<file path="src/rtl/mem_port_arbiter_pkg.sv">
// mem_port_arbiter_pkg
//   Shared definitions for the program/data memory arbiter: FSM state
//   encoding, requester port indices and the address/word width defaults
//   used by the memory and the processor.
package mem_port_arbiter_pkg;

    localparam int DEF_ADDR_W = 12;
    localparam int DEF_WORD_W = 16;

    // Requester port indices.
    localparam logic PORT_CPU = 1'b0;
    localparam logic PORT_LDR = 1'b1;

    typedef enum logic [1:0] {
        ST_IDLE = 2'd0,
        ST_OWN0 = 2'd1,
        ST_OWN1 = 2'd2
    } arb_state_t;

    // Index of the port that is not p.
    function automatic logic other_port(input logic p);
        return ~p;
    endfunction

endpackage

</file>
<file path="src/rtl/mem_port_arbiter_rr_pick.sv">
// rr_pick
//   Combinational two-way round-robin selector.
//   Ports:
//     req0, req1 : pending requests
//     last       : index of the port that owned the memory most recently
//     winner     : selected port index (only meaningful when a request exists)
//   On a tie the port that did not own last wins; a lone request always wins.
module rr_pick
    import mem_port_arbiter_pkg::*;
(
    input  logic req0,
    input  logic req1,
    input  logic last,
    output logic winner
);

    always_comb begin
        winner = PORT_CPU;
        if (req0 && req1) begin
            winner = other_port(last);
        end else if (req1) begin
            winner = PORT_LDR;
        end
    end

endmodule

</file>
<file path="src/rtl/mem_port_arbiter.sv">
// mem_port_arbiter
//   Shares the single-port program/data memory between the CPU control unit
//   (port 0) and the program loader/debug port (port 1). Ownership persists
//   across back-to-back accesses, is capped by MAX_BURST while the other port
//   waits, and ties are broken round-robin.
//   Ports:
//     clk, rst                : clock, asynchronous active-low reset
//     reqK, weK, addrK, wdataK: requester K access (K = 0, 1)
//     gntK                    : access performed this cycle
//     rvalidK, rdataK         : registered read return, one cycle after gntK
//     owner, busy             : current owner index, state != IDLE
//     mem_addr/wdata/write    : memory drive, mem_rdata combinational read
//     dbg_state, dbg_burst_cnt, dbg_last : internal FSM state for observation
//
//   Handshake: a requester raises reqK with weK/addrK/wdataK and holds all of
//   them stable until a rising edge at which gntK=1; that edge performs the
//   access. gntK is combinational from the registered state and reqK, so the
//   requester may change its inputs in the cycle after the granting edge.
module mem_port_arbiter
    import mem_port_arbiter_pkg::*;
#(
    parameter int ADDR_W    = DEF_ADDR_W,
    parameter int WORD_W    = DEF_WORD_W,
    parameter int MAX_BURST = 4
) (
    input  logic                           clk,
    input  logic                           rst,
    input  logic                           req0,
    input  logic                           req1,
    input  logic                           we0,
    input  logic                           we1,
    input  logic [ADDR_W-1:0]              addr0,
    input  logic [ADDR_W-1:0]              addr1,
    input  logic [WORD_W-1:0]              wdata0,
    input  logic [WORD_W-1:0]              wdata1,
    output logic                           gnt0,
    output logic                           gnt1,
    output logic                           rvalid0,
    output logic                           rvalid1,
    output logic [WORD_W-1:0]              rdata0,
    output logic [WORD_W-1:0]              rdata1,
    output logic                           owner,
    output logic                           busy,
    output logic [ADDR_W-1:0]              mem_addr,
    output logic [WORD_W-1:0]              mem_wdata,
    output logic                           mem_write,
    input  logic [WORD_W-1:0]              mem_rdata,
    output arb_state_t                     dbg_state,
    output logic [$clog2(MAX_BURST+1)-1:0] dbg_burst_cnt,
    output logic                           dbg_last
);

    localparam int CNT_W = $clog2(MAX_BURST + 1);
    localparam logic [CNT_W-1:0] CNT_MAX  = CNT_W'(MAX_BURST);
    localparam logic [CNT_W-1:0] CNT_LAST = CNT_W'(MAX_BURST - 1);

    arb_state_t       state;
    arb_state_t       next_state;
    logic             last;
    logic [CNT_W-1:0] burst_cnt;
    logic             pick;
    logic             cap_hit;

    rr_pick u_rr_pick (
        .req0   (req0),
        .req1   (req1),
        .last   (last),
        .winner (pick)
    );

    // Grants follow the registered owner and that owner's live request.
    assign gnt0 = (state == ST_OWN0) && req0;
    assign gnt1 = (state == ST_OWN1) && req1;

    // Port 0 is the default mux leg, so addr/wdata show port 0 when idle.
    assign mem_addr  = gnt1 ? addr1  : addr0;
    assign mem_wdata = gnt1 ? wdata1 : wdata0;
    assign mem_write = (gnt0 && we0) || (gnt1 && we1);

    assign owner = (state == ST_OWN1);
    assign busy  = (state != ST_IDLE);

    assign dbg_state     = state;
    assign dbg_burst_cnt = burst_cnt;
    assign dbg_last      = last;

    // The counter saturates at MAX_BURST, so ">=" keeps the cap effective
    // when the other port starts requesting only after saturation.
    assign cap_hit = (burst_cnt >= CNT_LAST);

    always_comb begin
        next_state = state;
        case (state)
            ST_IDLE: begin
                if (req0 || req1) begin
                    next_state = (pick == PORT_LDR) ? ST_OWN1 : ST_OWN0;
                end
            end
            ST_OWN0: begin
                if (!req0) begin
                    next_state = req1 ? ST_OWN1 : ST_IDLE;
                end else if (req1 && cap_hit) begin
                    next_state = ST_OWN1;
                end
            end
            ST_OWN1: begin
                if (!req1) begin
                    next_state = req0 ? ST_OWN0 : ST_IDLE;
                end else if (req0 && cap_hit) begin
                    next_state = ST_OWN0;
                end
            end
            default: next_state = ST_IDLE;
        endcase
    end

    always_ff @(posedge clk or negedge rst) begin
        if (!rst) begin
            state     <= ST_IDLE;
            last      <= PORT_LDR;
            burst_cnt <= '0;
            rvalid0   <= 1'b0;
            rvalid1   <= 1'b0;
            rdata0    <= '0;
            rdata1    <= '0;
        end else begin
            state <= next_state;
            if (next_state != state) begin
                burst_cnt <= '0;
                // Leaving IDLE has no previous owner, so last is kept.
                if (state != ST_IDLE) begin
                    last <= (state == ST_OWN1);
                end
            end else if ((gnt0 || gnt1) && (burst_cnt != CNT_MAX)) begin
                burst_cnt <= burst_cnt + 1'b1;
            end

            rvalid0 <= gnt0 && !we0;
            rvalid1 <= gnt1 && !we1;
            if (gnt0 && !we0) begin
                rdata0 <= mem_rdata;
            end
            if (gnt1 && !we1) begin
                rdata1 <= mem_rdata;
            end
        end
    end

endmodule

</file>
<file path="config.mk">
export PLATFORM = sky130hd
export DESIGN_NAME = mem_port_arbiter
export DESIGN_NICKNAME = d
export VERILOG_FILES = /design/src/rtl/mem_port_arbiter_pkg.sv /design/src/rtl/mem_port_arbiter_rr_pick.sv /design/src/rtl/mem_port_arbiter.sv
export SDC_FILE = /design/constraint.sdc
export NUM_CORES = 1
export LEC_CHECK = 0
export CAP_MARGIN = 20
export CORE_AREA = 2 2 88 90
export CTS_BUF_LIST = sky130_fd_sc_hd__clkbuf_8
export CTS_CLUSTER_DIAMETER = 40
export CTS_CLUSTER_SIZE = 14
export DETAILED_ROUTE_END_ITERATION = 10
export DIE_AREA = 0 0 90 92
export PLACE_DENSITY_LB_ADDON = 0.3
export SKIP_LAST_GASP = 1
export SLEW_MARGIN = 20
export SYNTH_ARGS = -nofsm -noshare
export SYNTH_HDL_FRONTEND = slang
export SYNTH_HIERARCHICAL = 1
export SYNTH_SLANG_ARGS = --single-unit
</file>
<file path="constraint.sdc">
create_clock -name clk -period 1.6 [get_ports clk]
set_input_delay 0.32 -clock clk [delete_from_list [all_inputs] [get_ports clk]]
set_output_delay 0.32 -clock clk [all_outputs]
set_load 0.02 [all_outputs]
</file>
# Word-level counts from Yosys, hierarchy flattened
# Cells that the tools add are included.
# Widths: inputs -> output; s select.
# classes
bitwise,1
reduce_logical,19
muxes,15
n_shift,0
magnitude_cmp,1
add_sub_neg,1
mul,0
eq_ne,4
n_div,0
# ops
operator,count
$mux 16,1
$mux 2,7
$mux 12,1
$logic_and 1x1->1,10
$mux 3,2
$pmux 2 s3,1
$reduce_bool 2->1,2
$add 3x1->3 const B,1
$ge 3x2->1 const B,1
$logic_or 1x1->1,3
$mux 1,3
$ne 3x3->1 const B,1
$eq 2x1->1 const B,1
$eq 2x2->1 const B,1
$logic_not 1->1,2
$logic_not 2->1,1
$ne 2x2->1,1
$reduce_and 2->1,1
$not 1->1,1
# totals
rom_bits,0
n_memories,0
word_cells,48
reg_bits,40
latch_bits,0
out_inout_bits,73
in_bits,78
mem_bits_rw,0

# Longest topological paths before layout
# depth
ltp_word,7
ltp_mapped,6
depth_no_buf,6

# Cells and area by module
# The synthesis kept the hierarchy.
# modules_own_cells
module,area_per_inst_um2,n_inst,seq_area_each_um2,cells_per_inst
mem_port_arbiter,2114.5,1,1002.2,155
rr_pick,11.3,1,0.0,1

# Worst setup path before layout
# No wires, ideal clock.
# synth_path
path_kind,register -> register
start,register burst_cnt[0] (netlist: dbg_burst_cnt[0])
end,register last (netlist: dbg_last)
synth_period_minus_slack_ns,1.740
setup_ns,0.101
path_stages_with_launch,7
slack_ns,-0.140
arrival_ns,1.640
n_path_buf,0
path_cell_list,dfrtp_1 -> ha_1 -> ha_1 -> a211oi_1 -> mux2_2 -> nand2_1 -> o221ai_1
# synth_between
elab_chain_cells,7
# synth_lines
element,line,text
start: declaration,mem_port_arbiter.sv:60,logic [CNT_W-1:0] burst_cnt;
start signal: assignment,mem_port_arbiter.sv:135,burst_cnt <= burst_cnt + 1'b1;
$ge 3x2->1 *,mem_port_arbiter.sv:89,assign cap_hit = (burst_cnt >= CNT_LAST);
$logic_and 1x1->1 (on tied branches),"mem_port_arbiter.sv:109, mem_port_arbiter.sv:102",
$mux 2 (on tied branches),"mem_port_arbiter.sv:109, mem_port_arbiter.sv:102",
$mux 2 (on tied branches),"mem_port_arbiter.sv:107, mem_port_arbiter.sv:100",
$pmux 2 s3 *,mem_port_arbiter.sv:93,case (state)
$ne 2x2->1 *,mem_port_arbiter.sv:128,if (next_state != state) begin
$reduce_and 2->1 (no line) *,-,
end signal: assignment,mem_port_arbiter.sv:132,last <= (state == ST_OWN1);
end: declaration,mem_port_arbiter.sv:59,logic last;
# Mark *: on every way between the ends. The rest lies on a longest branch, timed or not.
# A chain may end at the register's enable or synchronous reset.

# Worst setup path in the final report
# layout_path
start,register state[0] (netlist: dbg_state[0])
end,output port mem_wdata[13]
# layout_between
elab_chain_cells,3
# layout_lines
element,line,text
start: declaration,mem_port_arbiter.sv:57,arb_state_t state;
start signal: assignment,mem_port_arbiter.sv:127,state <= next_state;
$eq 2x2->1,mem_port_arbiter.sv:73,assign gnt1 = (state == ST_OWN1) && req1;
$logic_and 1x1->1,mem_port_arbiter.sv:73,
$mux 16,mem_port_arbiter.sv:77,assign mem_wdata = gnt1 ? wdata1 : wdata0;
end: declaration,mem_port_arbiter.sv:45,"output logic [WORD_W-1:0] mem_wdata,"
# No other way between the ends.

==> summary.md <==
| Metric | Value |
|---|---|
| Vias in the first global route | `around 2.2k` |
| WL per Instance | `between 15 and 20 µm` |
| Vias per std cell | `roughly 4.5` |
| FF-to-FF path depth | `7` |
| DRT Wirelength | `6840 µm` |
| Slew headroom | `between 60 and 70%` |
| Core box area | `~7400 µm²` |
| Worst Skew | `approximately 0.004 ns` |
| Crit share post-route | `117%` |
| Total GRT Usage | `approximately 16%` |
| Peak supply drop | `0.721 mV` |
| Gpl congestion | `approximately 0.81` |
| Fin nets | `around 420` |
| Synth Net Count | `237` |
| Reg2reg end | `rdata1[10]` |
| Startpoint Class | `register` |
| Lkg Pwr | `2.16 nW` |
| CTS tree | `done` |
| First-pass GRT wire length | `10800 µm` |
| Mapped Area | `roughly 2100 µm²` |
| Row count | `32` |
| Final core utilization | `roughly three fifths` |
| Setup TNS | `-9.51 ns` |
| Initial DRC Count | `22` |
| Failing checks | `setup timing` |
| Largest net degree at the start of global routing | `24` |
| Syn-to-layout area delta | `108%` |
| Pins Over Slew Limit | `0` |
| Vias | `a little over 2k` |
| Hold Fails Final Rpt | `0` |
| Total grt overflow | `0` |
| Sequential area share after synthesis | `between 40% and 50%` |
| Maxcap violations | `0` |
| Die footprint | `about 8300 µm²` |
| Post-route ant nets | `0` |
| F_max | `0.536 GHz` |
| PwrDens | `about 1600 nW/µm²` |
| Port-buffer cells | `150` |
| Mean area per synthesized cell | `around 14 µm²` |
| ANT cells | `0` |
| Signal arrival time at the worst endpoint | `~1.5 ns` |
| Dominant synthesized flop cell | `dfrtp_1` |
| Worst-Skew Late Latency | `a little under 0.3 ns` |
| Final Worst Setup Slack | `-0.265 ns` |
| FF-to-FF Start | `dbg_state[0]` |
| Die Ht | `roughly 92 µm` |
| Worst hold path class | `in -> async` |
| CTS H-tree lvls | `2` |
| Synth unique cells | `30` |
| Period minus WS final | `between 1.5 and 2 ns` |
| Num ports | `between 150 and 200` |
| Clock buffer count from CTS | `5` |
| Synthesis-stage register bit count | `40` |
| Clock buffer depth | `2` |
| Initial Util | `28.5%` |
| Status | `complete, but fails checks` |
| Worst Path Required | `1.28 ns` |
| RSZ-0062 raised after global routing | `true` |
| Worst-margin pin slew | `about 0.48 ns` |
| Post-synth ARST share | `100%` |
| Die width | `about 90 µm` |
| Total Power | `around 7.0 mW` |
| DRC violations left | `0` |
| CP endpoint kind | `primary output` |
| Post-synth EDFFs | `0` |
| Cells after Synth | `about 160` |
| HPWL after DPL | `4780 µm` |
| Clock root cell | `clkbuf_8` |
| CP Class | `reg -> out` |
| # clock sinks | `40` |
| Reg clk slew, reported paths | `approximately 0.080 ns` |
| # setup viols final | `60` |
| Crit-path max FO | `13` |
| Layout cells sized above 1 | `about half` |
| First drt pass iteration count | `4` |
| Yosys warning total | `6` |
| Initial antenna violation count | `0` |
| Reg2Reg Setup Slack | `-0.13 ns` |
==> layout by cell type, fill, tap and decap left out, types with 2 or more instances in the layout <==
cell | netlist | routed
dfrtp_2 | 0 | 4
dlymetal6s2s_1 | 0 | 22
o22ai_1 | 2 | 2
nor2_4 | 2 | 3
nor2_1 | 5 | 4
nor2b_1 | 3 | 2
ha_4 | 0 | 2
buf_6 | 3 | 17
mux2_4 | 9 | 33
buf_4 | 2 | 16
clkdlybuf4s50_1 | 0 | 86
buf_16 | 0 | 3
dlygate4sd2_1 | 0 | 8
clkbuf_8 | 0 | 5
inv_1 | 7 | 5
buf_12 | 0 | 6
buf_2 | 2 | 25
nand3b_4 | 2 | 2
buf_8 | 0 | 2
dfrtp_1 | 39 | 35
mux2_2 | 52 | 28
clkinvlp_4 | 0 | 2
a21oi_1 | 6 | 4
a21oi_4 | 0 | 2
==> area by class of cell <==
type                       count  area (µm²)
tap                          102         128
sequential                    40        1010
multi-input combinational    102        1250
clock buffer                   5        68.8
inverter                       7        30.0
timing repair buffer         186        1890
fill                         637        3030
clock inverter                 3        42.5
==> through the flow <==
| step | setup slack, ns | instance area [µm²] | cells | hold WS (ns) |
|---|---|---|---|---|
| after floorplan | -0.0228 | 2170 | 156 | 0.0244 |
| after global placement | -0.706 | 3930 | 422 | 0.288 |
| after detailed placement | -0.709 | 3930 | 422 | 0.297 |
| after CTS | -0.271 | 4150 | 441 | 0.510 |
| after global routing | -0.322 | 4410 | 445 | 0.527 |
| final | -0.265 | 4410 | 445 | 0.504 |
==> cells in the mapped netlist (all sizes together), types with 2 or more instances <==
| cell type | number | area share (%) |
|---|---|---|
| o21ai | 2 | 0.47 |
| mux2 | 61 | 34 |
| nor2 | 7 | 1.9 |
| ha | 3 | 1.8 |
| nand2 | 2 | 0.35 |
| dfrtp | 39 | 46 |
| nor2b | 3 | 0.88 |
| a21oi | 6 | 1.4 |
| buf | 7 | 2.8 |
| o22ai | 2 | 0.59 |
| a211oi | 2 | 0.71 |
| inv | 7 | 1.2 |
| nand3b | 2 | 1.9 |
==> worst max-delay path: stages, from the launching register on <==
cell and delay, ns:
dfrtp_2 0.42, nand3b_4 0.21, buf_12 0.18, mux2_2 0.28, buf_2 0.16
==> power breakdown <==
part | internal [mW] | switching (mW)
logic | 2.51 | 1.95
clock network | 0.461 | 0.357
registers | 1.50 | 0.270
==> repair_timing <==
| action | CTS | global route |
|---|---|---|
| pin swaps | 2 | 10 |
| gates resized for setup | 171 | 73 |
| endpoints found under the hold margin | 16 | 0 |
| hold buffers | 1 | 0 |
| cloned | 5 | 0 |
| buffers inserted | 5 | 8 |
| endpoints found under the setup margin | 74 | 90 |
==> sequential cells by signal (all words and copies together) (netlist names) <==
name	cells
dbg_state	2
rvalid0	1
rvalid1	1
dbg_burst_cnt	3
rdata0	16
dbg_last	1
rdata1	16
==> routing by layer <==
layer	vias to the layer above	part of all wire, %	global-route usage, %
met5	-	0	0
met4	0	0.99	3.33
met3	7	9.1	5.75
met2	107	51	29.9
met1	975	39	17.9
li1	929	-	-
==> kinds of logic (layout without fill, tap and decap cells) <==
logic type / after synthesis / count (layout) / synth area share (%)
buf+inv: 14 / 201 / 4.00
compound gates: 17 / 17 / 5.53
mux: 62 / 62 / 34.4
flops: 40 / 40 / 47.1
xor+xnor: 1 / 1 / 0.412
simple gates: 19 / 19 / 6.77
fa+ha+maj: 3 / 3 / 1.77
==> worst max-delay path by stage <==
stage	from	cells past startpoint	end
after CTS	dbg_state[0]	4	mem_wdata[13]
after floorplan	dbg_burst_cnt[1]	6	dbg_last
after global placement	req1	5	mem_wdata[9]
after global routing	dbg_state[0]	4	mem_wdata[13]
final	dbg_state[0]	4	mem_wdata[13]
after detailed placement	req1	5	mem_wdata[7]
Power figures use the tool's default switching activity.
